==> config.mk <==
export PLATFORM = sky130hd
export DESIGN_NAME = inc_reg
export DESIGN_NICKNAME = d
export VERILOG_FILES = /design/src/rtl/inc_reg.sv
export SDC_FILE = /design/constraint.sdc
export NUM_CORES = 1
export LEC_CHECK = 0
export BUFFER_PORTS_ARGS = -buffer_cell sky130_fd_sc_hd__buf_2
export CAP_MARGIN = 20
export CORE_AREA = 2 2 72 74
export CTS_BUF_LIST = sky130_fd_sc_hd__clkbuf_4 sky130_fd_sc_hd__clkbuf_8
export DETAILED_ROUTE_END_ITERATION = 10
export DIE_AREA = 0 0 74 76
export PLACE_DENSITY = 0.94
export SYNTH_ARGS = -nofsm -noshare
export SYNTH_HDL_FRONTEND = slang
export SYNTH_SLANG_ARGS = --single-unit
==> constraint.sdc <==
create_clock -name clk -period 2.8 [get_ports clk]
set_clock_uncertainty 0.05 [all_clocks]
set_input_delay 0.28 -clock clk [delete_from_list [all_inputs] [get_ports clk]]
set_output_delay 0.28 -clock clk [all_outputs]
set_load 0.02 [all_outputs]
==> src/rtl/inc_reg.sv <==
// Three independent registered event counters (instructions, memory accesses, corrections).
// Define INC_REG_SATURATE_EN to make the counters hold at all-ones instead of wrapping.
module inc_reg #(
    parameter int unsigned CNT_WIDTH = 20
) (
    input  logic                 clk,
    input  logic                 reset,
    input  logic                 instruction_complete,
    input  logic                 mem_access,
    input  logic                 mem_correction,
    output logic [CNT_WIDTH-1:0] instruction_count,
    output logic [CNT_WIDTH-1:0] memory_access_count,
    output logic [CNT_WIDTH-1:0] memory_correction_count
);

    typedef logic [CNT_WIDTH-1:0] cnt_t;

    localparam cnt_t CntMax = '1;

    cnt_t inst_q, inst_d;
    cnt_t acc_q, acc_d;
    cnt_t cor_q, cor_d;

    function automatic cnt_t bump(input cnt_t cur, input logic ev);
        cnt_t nxt;
        nxt = cur;
        if (ev) begin
`ifdef INC_REG_SATURATE_EN
            if (cur != CntMax) begin
                nxt = cur + cnt_t'(1);
            end
`else
            nxt = cur + cnt_t'(1);
`endif
        end
        return nxt;
    endfunction

    always_comb begin
        inst_d = bump(inst_q, instruction_complete);
        acc_d  = bump(acc_q, mem_access);
        cor_d  = bump(cor_q, mem_correction);
    end

    // Reset wins over any event seen on the same edge.
    always_ff @(posedge clk) begin
        if (reset) begin
            inst_q <= '0;
            acc_q  <= '0;
            cor_q  <= '0;
        end else begin
            inst_q <= inst_d;
            acc_q  <= acc_d;
            cor_q  <= cor_d;
        end
    end

    assign instruction_count       = inst_q;
    assign memory_access_count     = acc_q;
    assign memory_correction_count = cor_q;

endmodule

# Word level (Yosys, flattened, before mapping)
# Cells that the tools add are included.
# W data, S select, Z words.
[totals] ff_bits=60 word_cells=6 input_bits=5
[classes] addsub=3
[op_table] op="$add A20 B1 Y20 const B" n=3

# Longest topological paths before layout
# Gate-level depths: netlist of the first run.
[depth] word_depth=1 depth_mapped=6 ltp_nobuf=5

# Worst setup path before layout of the first run
# No wires, ideal clock.
[synth_path] kind="flip-flop to flip-flop" startpoint="reg cor_q[0] (netlist: memory_correction_count[0])" endpoint="reg cor_q[16] (netlist: memory_correction_count[16])" period_less_slack_ns=1.884 n_path_buf=0 path_stages_with_launch=6 required_time_ns=2.680 setup_slack_ns=0.916 arrival_ns=1.764 path_cell_list="dfxtp_1 > ha_1 > nand4_1 > or4_4 > or3_1 > a21oi_1"
[synth_via] elab_chain_cells=1
[synth_rtl] item="start, declared" line_no="22" source="cnt_t cor_q, cor_d;"
[synth_rtl] item="start signal, assigned" line_no="54" source="cor_q <= cor_d;"
[synth_rtl] item="$add A20 B1 Y20" line_no="33" source="nxt = cur + cnt_t'(1);"
# No other way between the ends.
# A chain may end at the register's enable or synchronous reset.

# Worst setup path in the final report of the first run
[layout_path] startpoint="reg cor_q[0] (netlist: memory_correction_count[0])" endpoint="reg cor_q[18] (netlist: memory_correction_count[18])"
# The elaborated chain is that of the path after synthesis.

==> impl_metrics.tcl, run 1 <==
set metrics [dict create \
    reg2reg_slack_ps 900 \
    hold_violations 0 \
    post_drt_wl_per_cell_um 13.2 \
    tns_ps 0 \
    grt_pass1_wl_um 9920 \
    numCtsBuffers 9 \
    status "completed" \
    setup_viol 0 \
    r2r-end "memory_correction_count[18]" \
    design_area_sq_mm 0.00334 \
    clock_path_buffers 2 \
    layout_commonest_cell "buf_2" \
    reg2reg_depth 5 \
    die_h_um 76 \
    postSynthAreaPerCell_sq_um 8.77 \
    antenna_found_initial 0 \
    synth_mux_area_share_pct 1.89 \
    hold_path_depth 3 \
    synth-xor-area-share_pct 11.3 \
    gp_congestion 0.867 \
    fmax_mhz 526 \
    place_area_sq_mm 0.00313 \
    pin_count 65 \
    peakVddDrop_v 0.000434 \
    vias 2511 \
    synth-simple-area-share_pct 31.1 \
    path_max_fanout 6 \
    cp-end-kind "flop" \
    mostFrequentLayoutCells "64 x buf_2, 60 x dfxtp_1, 43 x nor2_1" \
    synth_async_sr_flop_share_pct 0 \
    synthCells 317 \
    syn-cell-area_sq_mm 0.00278 \
    postCtsSetupBuffers 0 \
    synth_compound_area_share_pct 7.16 \
    track_usage_pct 22.3 \
    viasPerCell 5.53 \
    synth_edf_count 0 \
    die_width_um 74 \
    ff_latch_area_sq_mm 0.00120 \
    synthesis.nets 325 \
    drtAntennaViolNets 0 \
    yosysWarningCount 0 \
    core_area_sq_mm 0.00491 \
    finalMaxSlewViolations 0 \
    hp-class "in2reg" \
    synth_top_family_by_area "simple AND/OR/NAND/NOR gates" \
    cap_violations 0 \
    synth_fa_ha_area_share_pct 1.35 \
    multi_input_area_sq_mm 0.00147 \
    start_kind "flop" \
    cts_tree "built" \
    final_nets 387 \
    critPathRequiredTime_ps 3010 \
    cp.arrival_ps 2110 \
    io_buffers 64 \
    drt_wl_total_um 6000 \
    antennaDiodeCount 0 \
    clock_latency_ps 330 \
    first_iter_violations 102 \
    ys_types 40 \
    slew_headroom_pct 63.3 \
    drcViolationCount 0 \
    yosysSeqAreaShare_pct 43.2 \
    hold_buffers 0 \
    dp_hpwl_um 4380 \
    p_per_area_mw_per_mm2 526 \
    htreeDepth 3 \
    r2r-start "memory_correction_count[0]" \
    firstDrtPassIters 4 \
    clock_sinks 60 \
    grt_pass1_vias 2243 \
    ys_ff_latch 60 \
    grt_max_degree 34 \
    grt_remaining_overflow 0 \
    fin_crit_ps 1900 \
    drive_gt1_share_pct 25.5 \
    cts-root-buf "clkbuf_8" \
    worstHoldStart "instruction_complete" \
    hold_end "instruction_count[0]" \
    initial_utilization_pct 56.6 \
    rsz0062_at_grt "no" \
    die_area_sq_mm 0.00562 \
    area_growth_pct 20.3 \
    period_share_pct 67.8 \
    p_leak_nw 1.37 \
    worstMarginPinSlew_ps 551 \
    post_cts_resized 0 \
    clkTransAtPathRegs_ps 60 \
    critPathKind "reg2reg" \
    rows 26 \
    synthFlopType "dfxtp_1" \
    nFillCells 403 \
]
critical path, stage by stage, from the launching register on:
cell	delay (ps)
dfxtp_1	430
ha_1	220
nand4_1	130
or4_4	530
or3_1	320
a21oi_1	150
Yosys cell counts (2+ instances only):
| cell type | count | area share (%) |
|---|---|---|
| or4_1 | 2 | 0.54 |
| nor2_1 | 43 | 5.8 |
| a21oi_1 | 19 | 3.4 |
| nor2b_1 | 2 | 0.45 |
| and2_1 | 4 | 0.90 |
| or4_4 | 3 | 1.2 |
| nor4_1 | 4 | 0.90 |
| inv_1 | 10 | 1.4 |
| nor3_1 | 6 | 1.1 |
| o31ai_1 | 2 | 0.54 |
| nand3_1 | 14 | 2.5 |
| nand2_1 | 12 | 1.6 |
| nand4_1 | 20 | 4.5 |
| dfxtp_1 | 60 | 43 |
| mux2_2 | 2 | 0.81 |
| buf_2 | 2 | 0.36 |
| and4_1 | 6 | 1.9 |
| mux2i_1 | 3 | 1.1 |
| or3_1 | 14 | 3.2 |
| xnor2_1 | 19 | 6.0 |
| buf_1 | 3 | 0.41 |
| nand4b_1 | 3 | 0.95 |
| and3_1 | 5 | 1.1 |
| ha_1 | 3 | 1.4 |
| clkbuf_1 | 7 | 0.95 |
| o21ai_0 | 16 | 2.9 |
| nand4_2 | 4 | 1.8 |
| xor2_1 | 17 | 5.4 |
metal layers:
layer  routed length [um]  vias to the layer above  global-route usage (%)
met1                 2650                     1183                    27.4
li1                     -                     1241                       -
met4                  133                        0                    12.4
met3                  282                       12                    4.89
met5                    0                        -                       0
met2                 2930                       75                    35.4
power breakdown:
group | total (mW) | switching [mW] | internal (mW)
Clock | 0.810 | 0.310 | 0.500
Sequential | 0.877 | 0.0134 | 0.863
Combinational | 0.0708 | 0.0467 | 0.0242
worst max path at each step:
stage	start	end	slack, ps	cells after the start
2_1_floorplan	memory_correction_count[0]	memory_correction_count[16]	920	5
6_report	memory_correction_count[0]	memory_correction_count[18]	900	5
5_1_grt	memory_correction_count[0]	memory_correction_count[18]	800	5
3_3_place_gp	memory_correction_count[0]	memory_correction_count[18]	1010	5
3_5_place_dp	memory_correction_count[0]	memory_correction_count[18]	930	5
4_1_cts	memory_correction_count[0]	memory_correction_count[18]	910	5
final cells by class:
type | instances | area share [%]
Clock buffer | 15 | 5.43
Clock inverter | 1 | 0.898
Inverter | 10 | 1.12
Multi-Input combinational cell | 232 | 44.0
Sequential cell | 60 | 35.9
Tap cell | 70 | 2.62
Timing Repair Buffer | 66 | 10.0
cells by family after synthesis:
| logic type | Yosys count |
|---|---|
| AO/OA/AOI/OAI | 38 |
| XOR/XNOR | 36 |
| adder cells (fa/ha/maj) | 3 |
| buffers and inverters | 25 |
| flip-flops | 60 |
| multiplexers | 5 |
| AND/OR/NAND/NOR | 150 |
flip-flops by register name (all words and copies together) (netlist names):
name	cells
instruction_count	20
memory_correction_count	20
memory_access_count	20
metrics by stage:
stage	setup slack, ps	util, %	instances	power [mW]	hold WS, ps
2_1_floorplan	916	-	317	0.943	378
3_3_place_gp	1010	63.8	438	0.962	418
3_5_place_dp	928	63.8	438	0.967	434
4_1_cts	911	68.1	454	1.77	222
5_1_grt	798	68.1	454	1.83	268
6_report	900	68.1	454	1.76	241
(Power assumes the default switching activity.)
==> run 2, diff against run 1 <==
- CORE_AREA: 2 2 72 74 -> 2 2 75 77
- DIE_AREA: 0 0 74 76 -> 0 0 77 79
- PLACE_DENSITY: 0.94 -> 0.88
- clock period: 2.8 -> 1.8 ns (I/O delays scaled with it)
==> impl_metrics.tcl, run 2 (synthesis gave the netlist of run 1 again) <==
set metrics [dict create \
    clock_latency_ps 340 \
    post_cts_resized 0 \
    clock_path_buffers 2 \
    critPathRequiredTime_ps 2020 \
    post_drt_wl_per_cell_um 13.7 \
    p_leak_nw 1.50 \
    combPwrFrac_pct 4.6 \
    crit_slowest_cell "or4_1" \
    fin_crit_ps 1700 \
    drtAntennaViolNets 0 \
    die_area_sq_mm 0.00608 \
    setup_viol 0 \
    final_nets 408 \
    antennaDiodeCount 0 \
    rows 27 \
    die_h_um 79 \
    grt_max_degree 27 \
    area_growth_pct 28.6 \
    numCtsBuffers 9 \
    tns_ps 0 \
    clock_sinks 60 \
    vias 2580 \
    cp.arrival_ps 1920 \
    grt_remaining_overflow 0 \
    intPower_mw 2.30 \
    firstDrtPassIters 4 \
    clkTransAtPathRegs_ps 70 \
    io_buffers 64 \
    first_iter_violations 90 \
    gp_congestion 0.941 \
    nFillCells 479 \
    status "completed" \
    grt_pass1_wl_um 10700 \
    track_usage_pct 22.3 \
    critPathKind "reg2reg" \
    initial_utilization_pct 52.1 \
    cp-end-kind "flop" \
    hold_violations 0 \
    switching_share_pct 21.3 \
    viasPerCell 5.41 \
    drive_gt1_share_pct 33.3 \
    cap_violations 0 \
    drt_wl_total_um 6560 \
    drcViolationCount 0 \
    finalMaxSlewViolations 0 \
    p_per_area_mw_per_mm2 818 \
    postCtsSetupBuffers 0 \
    cp_top_family "simple AND/OR/NAND/NOR gates" \
    layout_commonest_cell "buf_2" \
    rsz0062_at_grt "no" \
    cts-root-buf "clkbuf_8" \
    worstMarginPinSlew_ps 483 \
    slowest_delay_ps 490 \
    cts_tree "built" \
    period_share_pct 94.4 \
    path_max_fanout 6 \
    hold_buffers 0 \
    mostFrequentLayoutCells "64 x buf_2, 46 x dfxtp_1, 43 x nor2_1" \
    p_seq_share_pct 46.5 \
    die_width_um 77 \
    pin_count 65 \
    htreeDepth 3 \
    p_clk_share_pct 48.9 \
    finish.utilization_pct 67.0 \
    peakVddDrop_v 0.000822 \
    path_cells "ha_4 -> inv_1 -> or3_4 -> or4_1 -> a21oi_1" \
    p_sw_uw 622 \
    grt_pass1_vias 2392 \
    core_area_sq_mm 0.00534 \
    slew_headroom_pct 67.8 \
    dp_hpwl_um 4630 \
    fmax_mhz 589 \
    hp-class "in2reg" \
    antenna_found_initial 0 \
    start_kind "flop" \
    cp.buffers_inverters 1 \
]
==> run 2: through the flow <==
step           cells  setup slack (ps)  area [sq um]  total power [mW]  hold slack (ps)
2_1_floorplan    317              3.63          2790              1.47              278
3_3_place_gp     461               117          3300              1.51              419
3_5_place_dp     461              38.2          3300              1.52              432
4_1_cts          477              35.6          3540              2.95              119
5_1_grt          477              17.0          3580              3.03              162
6_report         477               101          3580              2.93              132
==> run 2: power groups by stage <==
stage / clock, mW / combinational (mW) / sequential [mW]
after detailed placement: 0 / 0.131 / 1.39
final: 1.43 / 0.135 / 1.36
after floorplan: 0 / 0.0591 / 1.41
after global routing: 1.52 / 0.148 / 1.36
after CTS: 1.46 / 0.133 / 1.36
after global placement: 0 / 0.127 / 1.39
==> run 2: cell type report <==
class                           count  area [sq um]  share of cell area (%)
Clock buffer                       13           173                    4.83
Clock inverter                      3          67.6                    1.89
Inverter                           10          37.5                    1.05
Multi-Input combinational cell    232          1490                    41.8
Sequential cell                    60          1220                    34.1
Tap cell                           72          90.1                    2.52
Timing Repair Buffer               87           493                    13.8
==> run 2: per-layer routing <==
| metal | vias up | track usage (%) | part of all wire (%) |
|---|---|---|---|
| li1 | 1293 | - | - |
| met1 | 1208 | 25.5 | 43 |
| met2 | 69 | 38.6 | 51 |
| met3 | 10 | 4.55 | 4.5 |
| met4 | 0 | 13.0 | 1.6 |
| met5 | - | 0 | 0 |
==> run 2: final timing paths <==
kind                          startpoint                           to  slack, ps  depth (start not counted)
max               memory_access_count[1]      memory_access_count[18]        100                          5
min                 instruction_complete         instruction_count[1]        130                          3
max reg2reg       memory_access_count[1]      memory_access_count[18]        100                          5
min reg2reg  memory_correction_count[19]  memory_correction_count[19]        440                          2
==> run 2: worst register-to-register path, delay by kind of cell, from the launching register on <==
family	cells	cell delay [ps]
adders and majority gates	1	130
DFF	1	380
AOI/OAI and AO/OA	1	150
and+or+nand+nor	2	890
buffers and inverters	1	30
==> run 3, diff against run 2 <==
- clock period: 1.8 -> 1.9 ns (I/O delays scaled with it)
==> impl_metrics.tcl, run 3 (synthesis gave the netlist of run 1 again) <==
set metrics [dict create \
    worstMarginPinSlew_ps 371 \
    r2r-start "memory_correction_count[7]" \
    place_area_sq_mm 0.00325 \
    p_leak_nw 1.45 \
    hold_buffers 0 \
    cts-root-buf "clkbuf_8" \
    grt_remaining_overflow 0 \
    drtAntennaViolNets 0 \
    worstHoldStart "instruction_complete" \
    mostFrequentLayoutCells "64 x buf_2, 59 x dfxtp_1, 43 x nor2_1" \
    cp.arrival_ps 1990 \
    path_max_fanout 5 \
    clkTransAtPathRegs_ps 60 \
    first_iter_violations 84 \
    vias 2521 \
    cts_tree "built" \
    slowest_delay_ps 570 \
    drt_wl_total_um 6130 \
    viasPerCell 5.34 \
    die_area_sq_mm 0.00608 \
    grt_pass1_wl_um 10100 \
    top_layer "met4" \
    multi_input_area_sq_mm 0.00147 \
    design_area_sq_mm 0.00346 \
    setup_viol 0 \
    cp-end-kind "flop" \
    total_power_mw 2.56 \
    nFillCells 474 \
    path_cells "nand4_2 -> or4_4 -> or3_1 -> a21oi_1" \
    track_usage_pct 20.6 \
    period_share_pct 93.9 \
    fin_hold_ws_ps 156 \
    antennaDiodeCount 0 \
    p_clk_share_pct 44.8 \
    initial_utilization_pct 52.1 \
    critPathRequiredTime_ps 2110 \
    clock_path_buffers 2 \
    reg2reg_slack_ps 120 \
    htreeDepth 3 \
    ff_latch_area_sq_mm 0.00120 \
    clock_sinks 60 \
    clock_latency_ps 330 \
    grt_pass1_vias 2323 \
    layout_commonest_cell "buf_2" \
    gp_congestion 0.890 \
    hp-class "in2reg" \
    drt-met1-wl_um 2760 \
    grt_max_degree 21 \
    die_h_um 79 \
    crit_start "memory_correction_count[7]" \
    switching_share_pct 22.3 \
    cap_violations 0 \
    crit_slowest_cell "or4_4" \
    area_growth_pct 24.3 \
    antenna_found_initial 0 \
    p_per_area_mw_per_mm2 739 \
    firstDrtPassIters 4 \
    p_seq_share_pct 50.3 \
    post_drt_wl_per_cell_um 13.0 \
    start_kind "flop" \
    io_buffers 64 \
    dp_hpwl_um 4430 \
    rows 27 \
    hold_violations 0 \
    slew_headroom_pct 75.3 \
    finalMaxSlewViolations 0 \
    drcViolationCount 0 \
    setup_ws_ps 115 \
    fin_crit_ps 1780 \
    wl_met3_um 252 \
    pin_count 65 \
    cp.buffers_inverters 0 \
    route.met2.wl_um 2990 \
    drive_gt1_share_pct 28.7 \
    critPathKind "reg2reg" \
    numCtsBuffers 9 \
    peakVddDrop_v 0.000421 \
    post-place-ws_ps 104 \
    status "completed" \
    tns_ps 0 \
    die_width_um 77 \
    combPwrFrac_pct 4.9 \
    rsz0062_at_grt "no" \
    fmax_mhz 560 \
    cp_top_family "simple AND/OR/NAND/NOR gates" \
    final_nets 403 \
    p_sw_uw 570 \
    intPower_mw 1.99 \
    core_area_sq_mm 0.00534 \
]
[run 3: power groups by stage]
| stage | combinational, mW | clock (mW) | sequential [mW] |
|---|---|---|---|
| 3_3_place_gp | 0.121 | 0 | 1.31 |
| 2_1_floorplan | 0.0559 | 0 | 1.33 |
| 6_report | 0.126 | 1.14 | 1.29 |
| 5_1_grt | 0.136 | 1.23 | 1.29 |
| 4_1_cts | 0.126 | 1.18 | 1.29 |
| 3_5_place_dp | 0.125 | 0 | 1.31 |
[run 3: timing repair]
action                                  4_1_cts  5_1_grt
setup buffers                                 0        0
endpoints found under the hold margin         0        0
gates resized for setup                       0        1
endpoints found under the setup margin        0        2
[run 3: layout make-up]
type / count / share of cell area, %
Clock buffer: 11 / 4.38
Clock inverter: 5 / 1.45
Inverter: 10 / 1.09
Multi-Input combinational cell: 232 / 42.5
Sequential cell: 60 / 34.8
Tap cell: 72 / 2.61
Timing Repair Buffer: 82 / 13.2
[run 3: path summary, 6_finish.rpt]
path | endpoint | cells past startpoint
max | memory_correction_count[19] | 4
min reg2reg | memory_access_count[19] | 2
max reg2reg | memory_correction_count[19] | 4
min | instruction_count[0] | 3
[run 3: tightest hold or removal path, stage by stage]
cell and delay [ps]:
buf_2 150, xnor2_1 90, nor2_1 70
[run 3: stage by stage]
step                      std cells  util [%]
after CTS                       472      64.7
after detailed placement        456      61.0
after floorplan                 317         -
after global placement          456      61.0
final                           472      64.8
after global routing            472      64.8
[run 3: routing by layer]
metal / track usage, % / up-vias
met5: 0 / -
met4: 11.6 / 0
met3: 3.52 / 9
li1: - / 1275
met2: 35.4 / 56
met1: 24.5 / 1181
